### src/rtl/mem_port_arbiter_pkg.sv
// Shared definitions for the unified-memory port arbiter.
// Contents:
//   arb_state_e : FSM state encoding (IDLE=0, BUSY_I=1, BUSY_D=2).
//                 These values are also decoded by pipeline debug logic.
//   cnt_width   : width needed for a counter that saturates at a given maximum.
package mem_port_arbiter_pkg;

  typedef enum logic [1:0] {
    ST_IDLE   = 2'd0,
    ST_BUSY_I = 2'd1,
    ST_BUSY_D = 2'd2
  } arb_state_e;

  // Number of bits needed to hold the values 0..max_val inclusive.
  function automatic int cnt_width(input int max_val);
    int w;
    w = $clog2(max_val + 1);
    if (w < 1) begin
      w = 1;
    end else begin
      w = w;
    end
    return w;
  endfunction

endpackage

### src/rtl/mem_arb_fairness.sv
// Fetch-starvation guard for the memory port arbiter.
// It counts the data grants that overtake a pending fetch. Once MAX_WAIT such
// grants have happened, force_fetch is raised and the next tie goes to fetch.
// Ports:
//   clk, rst_n   : clock and synchronous active-low reset
//   data_grant   : a data access is granted this cycle
//   fetch_grant  : a fetch access is granted this cycle
//   if_req       : a fetch is pending
//   force_fetch  : the wait budget is used up, so fetch must win the next tie
module mem_arb_fairness #(
  parameter int MAX_WAIT = 4,
  parameter int CNT_W    = 3
) (
  input  logic clk,
  input  logic rst_n,
  input  logic data_grant,
  input  logic fetch_grant,
  input  logic if_req,
  output logic force_fetch
);

  localparam logic [CNT_W-1:0] MAX_CNT = CNT_W'(MAX_WAIT);

  logic [CNT_W-1:0] wait_cnt_r;

  // Overtake counter: grows on data grants that bypass a pending fetch, saturates, cleared by a fetch grant.
  always_ff @(posedge clk) begin
    if (!rst_n) begin
      wait_cnt_r <= {CNT_W{1'b0}};
    end else if (fetch_grant) begin
      wait_cnt_r <= {CNT_W{1'b0}};
    end else if (data_grant && if_req && (wait_cnt_r < MAX_CNT)) begin
      wait_cnt_r <= wait_cnt_r + CNT_W'(1);
    end
  end

  assign force_fetch = (wait_cnt_r >= MAX_CNT);

endmodule

### src/rtl/mem_port_arbiter.sv
// Arbiter that shares one single-port unified memory between the IF and MEM
// pipeline stages.
// Behaviour:
//   - Only one access is outstanding at a time.
//   - The memory-side fields are registered and held until mem_ready.
//   - Completion is routed back to the stage that owns the access.
//   - Data accesses win ties, unless mem_arb_fairness forces a pending fetch
//     through.
//   - if_kill drops the response of a fetch that is already in flight.
// Ports:
//   clk, rst_n                  : clock and synchronous active-low reset
//   if_req/if_addr/if_kill      : fetch request, PC, and squash pulse
//   if_ready/if_rdata           : fetch completion and instruction word
//   dm_req/dm_we/dm_addr/
//   dm_wdata/dm_wstrb           : data request fields
//   dm_ready/dm_rdata           : data completion and load data
//   mem_valid/mem_we/mem_addr/
//   mem_wdata/mem_wstrb         : registered memory request
//   mem_ready/mem_rdata         : memory completion and read data
module mem_port_arbiter
  import mem_port_arbiter_pkg::*;
#(
  parameter int ADDR_W   = 32,
  parameter int DATA_W   = 32,
  parameter int MAX_WAIT = 4
) (
  input  logic                clk,
  input  logic                rst_n,
  input  logic                if_req,
  input  logic [ADDR_W-1:0]   if_addr,
  input  logic                if_kill,
  output logic                if_ready,
  output logic [DATA_W-1:0]   if_rdata,
  input  logic                dm_req,
  input  logic                dm_we,
  input  logic [ADDR_W-1:0]   dm_addr,
  input  logic [DATA_W-1:0]   dm_wdata,
  input  logic [DATA_W/8-1:0] dm_wstrb,
  output logic                dm_ready,
  output logic [DATA_W-1:0]   dm_rdata,
  output logic                mem_valid,
  output logic                mem_we,
  output logic [ADDR_W-1:0]   mem_addr,
  output logic [DATA_W-1:0]   mem_wdata,
  output logic [DATA_W/8-1:0] mem_wstrb,
  input  logic                mem_ready,
  input  logic [DATA_W-1:0]   mem_rdata
);

  localparam int STRB_W = DATA_W / 8;
  localparam int CNT_W  = cnt_width(MAX_WAIT);

  arb_state_e state_r;
  arb_state_e state_s;
  logic       grant_d_s;
  logic       grant_i_s;
  logic       force_fetch_s;
  logic       kill_pend_r;

  mem_arb_fairness #(
    .MAX_WAIT (MAX_WAIT),
    .CNT_W    (CNT_W)
  ) u_fair (
    .clk         (clk),
    .rst_n       (rst_n),
    .data_grant  (grant_d_s),
    .fetch_grant (grant_i_s),
    .if_req      (if_req),
    .force_fetch (force_fetch_s)
  );

  // State register.
  always_ff @(posedge clk) begin
    if (!rst_n) begin
      state_r <= ST_IDLE;
    end else begin
      state_r <= state_s;
    end
  end

  // Next state, grant decision, and completion strobes.
  // Completions are combinational from the state and mem_ready, and are forced
  // low while reset is asserted.
  always_comb begin
    state_s   = state_r;
    grant_d_s = 1'b0;
    grant_i_s = 1'b0;
    if_ready  = 1'b0;
    dm_ready  = 1'b0;
    if (!rst_n) begin
      state_s = ST_IDLE;
    end else begin
      case (state_r)
        ST_IDLE: begin
          if (dm_req && (!if_req || !force_fetch_s)) begin
            grant_d_s = 1'b1;
            state_s   = ST_BUSY_D;
          end else if (if_req) begin
            grant_i_s = 1'b1;
            state_s   = ST_BUSY_I;
          end else begin
            state_s = ST_IDLE;
          end
        end
        ST_BUSY_I: begin
          if (mem_ready) begin
            // A kill that arrives earlier or in the same cycle suppresses the response.
            if_ready = !kill_pend_r && !if_kill;
            state_s  = ST_IDLE;
          end else begin
            state_s = ST_BUSY_I;
          end
        end
        ST_BUSY_D: begin
          if (mem_ready) begin
            dm_ready = 1'b1;
            state_s  = ST_IDLE;
          end else begin
            state_s = ST_BUSY_D;
          end
        end
        default: begin
          state_s = ST_IDLE;
        end
      endcase
    end
  end

  // Memory request registers.
  // They are loaded on a grant and held until the memory completes.
  // mem_valid falls after completion, so the next grant needs at least one
  // IDLE cycle and no access is issued back to back.
  always_ff @(posedge clk) begin
    if (!rst_n) begin
      mem_valid <= 1'b0;
      mem_we    <= 1'b0;
      mem_addr  <= {ADDR_W{1'b0}};
      mem_wdata <= {DATA_W{1'b0}};
      mem_wstrb <= {STRB_W{1'b0}};
    end else if (grant_d_s) begin
      mem_valid <= 1'b1;
      mem_we    <= dm_we;
      mem_addr  <= dm_addr;
      mem_wdata <= dm_wdata;
      mem_wstrb <= dm_we ? dm_wstrb : {STRB_W{1'b0}};
    end else if (grant_i_s) begin
      mem_valid <= 1'b1;
      mem_we    <= 1'b0;
      mem_addr  <= if_addr;
      mem_wdata <= {DATA_W{1'b0}};
      mem_wstrb <= {STRB_W{1'b0}};
    end else if (mem_valid && mem_ready) begin
      mem_valid <= 1'b0;
    end
  end

  // Pending-kill flag for the fetch in flight.
  // It is only meaningful while in BUSY_I and clears when that state is left.
  always_ff @(posedge clk) begin
    if (!rst_n) begin
      kill_pend_r <= 1'b0;
    end else if (state_r == ST_BUSY_I) begin
      if (mem_ready) begin
        kill_pend_r <= 1'b0;
      end else if (if_kill) begin
        kill_pend_r <= 1'b1;
      end
    end else begin
      kill_pend_r <= 1'b0;
    end
  end

  assign if_rdata = mem_rdata;
  assign dm_rdata = mem_rdata;

endmodule

### config.mk
export PLATFORM = sky130hd
export DESIGN_NAME = mem_port_arbiter
export DESIGN_NICKNAME = d
export VERILOG_FILES = /design/src/rtl/mem_port_arbiter_pkg.sv /design/src/rtl/mem_arb_fairness.sv /design/src/rtl/mem_port_arbiter.sv
export SDC_FILE = /design/constraint.sdc
export NUM_CORES = 1
export LEC_CHECK = 0
export CAP_MARGIN = 20
export CORE_UTILIZATION = 30
export DETAILED_ROUTE_END_ITERATION = 16
export PLACE_DENSITY = 0.73
export SYNTH_ARGS = -nofsm -noshare
export SYNTH_HDL_FRONTEND = slang
export SYNTH_SLANG_ARGS = --single-unit
### constraint.sdc
create_clock -name clk -period 2.65 [get_ports clk]
set_input_delay 0.6625 -clock clk [delete_from_list [all_inputs] [get_ports clk]]
set_output_delay 0.6625 -clock clk [all_outputs]
set_load 0.01 [all_outputs]
==> results of run 1 <==
-- routing by layer --
| layer | share of wire | GRT usage | up-vias | routed length [µm] |
|---|---|---|---|---|
| met5 | 0 | 0 | - | 0 |
| met4 | 0.019 | 0.0822 | 0 | 212 |
| met3 | 0.070 | 0.0366 | 26 | 770 |
| met2 | 0.50 | 0.320 | 140 | 5500 |
| met1 | 0.41 | 0.200 | 1565 | 4500 |
| li1 | - | - | 1588 | - |
-- cell type report --
cell class / instances / area [µm²] / share of cell area
inverters: 1 / 3.75 / 0.000694
well taps: 143 / 179 / 0.0331
clock inverters: 6 / 159 / 0.0294
flip-flops and latches: 76 / 1520 / 0.281
multi-input cells: 220 / 1380 / 0.254
repair buffers: 194 / 1930 / 0.357
clock buffers: 10 / 239 / 0.0442
-- power by group through the flow --
stage	logic, mW	registers, mW	clock network (mW)
global route	0.801	1.30	1.71
floorplan	0.378	1.36	0
detailed placement	0.745	1.32	0
CTS	0.750	1.29	1.65
global placement	0.735	1.31	0
finish	0.744	1.29	1.61
-- sequential cells by signal, indices dropped and copies added, names as in the netlist --
register	flops
mem_addr	32
mem_wdata	32
mem_wstrb	4
u_fair.wait_cnt_r	3
state_r	2
kill_pend_r	1
mem_valid	1
mem_we	1
-- logic make-up after synthesis --
kind of cell             Yosys count
flip-flops                        76
AND/OR/NAND/NOR                  105
buffers and inverters            100
AO/OA/AOI/OAI                    114
adder cells (fa/ha/maj)            1
-- metrics by stage --
stage / TNS, ns / setup WS (ns) / cell area [µm²]
after global placement: -0.0143 / -0.0143 / 5010
after detailed placement: -0.0230 / -0.0230 / 5010
after CTS: 0 / 0.000616 / 5400
after global routing: 0 / 0.169 / 5410
after floorplan: 0 / 0.611 / 3560
final: 0 / 0.252 / 5410
-- worst max-delay path, delay by kind of cell --
family,cells,cell delay (ns)
buffers and inverters,2,0.79
AND/OR/NAND/NOR,2,0.28
-- worst max-delay path by stage --
stage                          from        to  slack (ns)  cells after the start
after floorplan               rst_n  if_ready        0.61                      3
after global placement    mem_ready  if_ready       -0.01                      4
after detailed placement  mem_ready  if_ready       -0.02                      4
after CTS                 mem_ready  dm_ready      0.0006                      5
after global routing          rst_n  if_ready        0.17                      4
final                         rst_n  if_ready        0.25                      4
-- Yosys cell counts, types with 5 or more instances --
library cell	count
o21a_1	13
nor4_1	20
o221a_1	7
a22o_1	27
nor3_1	39
nor2_1	5
o21ai_0	10
nand2_1	19
dfxtp_1	76
clkbuf_1	18
buf_2	9
a21oi_1	46
nand4_1	6
buf_6	5
nand3_1	6
o221a_2	6
buf_4	66
==> flow_metrics.tcl, run 1 <==
set metrics [dict create \
    status "finished, violations left" \
    failed_checks "design-rule violations" \
    root_buffer "clkbuf_16" \
    cts_setup_buffers 0 \
    dpl.hpwl_um 7770 \
    whs_endpoint "u_fair.wait_cnt_r[1]$_SDFFE_PP0P_" \
    whs_path_depth 2 \
    place_congestion 0.757 \
    yosys.area.top_type "dfxtp_1" \
    power_density_nw_per_um2 675 \
    nNetsFinal 642 \
    synth_mux_area_frac 0 \
    cts_tree "yes" \
    nFillCells 1097 \
    htreeDepth 3 \
    cts.sinks 76 \
    p_sw_frac 0.232 \
    power.switching_mw 0.848 \
    total_power_mw 3.65 \
    synth_area_leaders "dfxtp_1 (43%), buf_4 (14%), a22o_1 (6.6%), a21oi_1 (6.5%), nor3_1 (5.5%)" \
    setup_viol 0 \
    drcViolationCount 40 \
    ant_nets 0 \
    fp.dieW_um 111 \
    yosys_most_used_dff "dfxtp_1" \
    synth_compound_area_frac 0.225 \
    holdWs_ns 0.473 \
    startpoint_type "primary input" \
    cpMaxStageDelayCell "clkdlybuf4s50_1" \
    antenna_found_initial 0 \
    clk_pin_slew_ns 0.06 \
    port_buffers 178 \
    vias 3319 \
    insertion_delay_ns 0.33 \
    first_global_vias 3478 \
    path_max_fanout 2 \
    rr_worst_depth 3 \
    drtIter0Drc 254 \
    min_period_ns 2.40 \
    grt_usage 0.178 \
    clkPwrFrac 0.442 \
    synth_area_um2 3560 \
    path_class "in -> out" \
    regToRegStartpoint "state_r[0]$_SDFF_PN0_" \
    synthAdderAreaFrac 0.00351 \
    internal-power_mw 2.80 \
    num_io_pins 275 \
    final_cell_mix "clkdlybuf4s50_1 (176), dfxtp_1 (76), a21oi_1 (46), nor3_1 (39), a22o_1 (27)" \
    post_drt_via_cell_ratio 5.11 \
    layout_commonest_cell "clkdlybuf4s50_1" \
    period_share 0.905 \
    skew_ns 0.00650 \
    grt-ovfl-total 0 \
    synth_cells 396 \
    r2r_setup_slack_ns 0.82 \
    worst_pin_slew_ns 0.565 \
    maxCapViolCount 0 \
    grt_max_degree 38 \
    num_rows 39 \
    ys_seq_elements 76 \
    min_from "u_fair.wait_cnt_r[1]$_SDFFE_PP0P_" \
    dp.cells 634 \
    final_cells 650 \
    r2r-end "mem_addr[22]$_SDFFE_PN0P_" \
    comb_power_share 0.204 \
    worstSetupEndpointType "primary output" \
    coreArea_um2 11500 \
    areaGrowthSynthToFinish_pct 51.7 \
    wirelength_um 11000 \
    cts_hold_buffers 0 \
    synth-xor-area-share 0 \
    worstPathRequired_ns 1.99 \
    seqPwrFrac 0.354 \
    dr.pass1.iters 10 \
    dieArea_um2 12300 \
    synth_top_area_frac 0.427 \
    fmax_mhz 417 \
    hp-class "reg -> reg" \
    slew_headroom 0.623 \
    finalHoldViolations 0 \
    rsz0062_at_grt "false" \
    yosysSeqAreaShare 0.427 \
    utilization 0.469 \
    synth_top_family_by_area "compound AO/OA/AOI/OAI gates" \
    numCtsBuffers 9 \
    drv_slew 0 \
    yosys_warnings 0 \
    leakage_nw 2.01 \
    ys_async_sr_fraction 0 \
    synth_nets 536 \
    synthSimpleGateAreaFrac 0.156 \
    syn_avg_cell_area_um2 9.00 \
    antenna_cells 0 \
    path_cells "clkdlybuf4s50_1, nand2_1, nor4_1, dlygate4sd2_1" \
    cp_data_arrival_time_ns 1.74 \
    synth_cell_types 30 \
    drive_above_1_share 0.0888 \
    irDropWorstVdd_mv 0.321 \
    synth_edf_count 0 \
    max-clock-path-buffers 2 \
    die_h_um 111 \
    initial_utilization 0.309 \
    wire_per_inst_um 16.9 \
    cts_resized 1 \
    slowest_delay_ns 0.49 \
    grt_first_pass_wirelength_um 17500 \
]
No activity file was read; power rests on OpenSTA's default activity.
==> run 2, diff against run 1 <==
--- a/config.mk
+++ b/config.mk
@@ -9,6 +9,7 @@
 export CORE_UTILIZATION = 30
 export DETAILED_ROUTE_END_ITERATION = 16
 export PLACE_DENSITY = 0.73
+export SLEW_MARGIN = 20
 export SYNTH_ARGS = -nofsm -noshare
 export SYNTH_HDL_FRONTEND = slang
 export SYNTH_SLANG_ARGS = --single-unit
==> results of run 2 <==
The final DEF is identical to that of run 1; final timing and power are the same.
==> run 3, diff against run 2 <==
--- a/config.mk
+++ b/config.mk
@@ -13,3 +13,4 @@
 export SYNTH_ARGS = -nofsm -noshare
 export SYNTH_HDL_FRONTEND = slang
 export SYNTH_SLANG_ARGS = --single-unit
+export TNS_END_PERCENT = 10
==> results of run 3 <==
The final DEF is identical to that of run 1; final timing and power are the same.
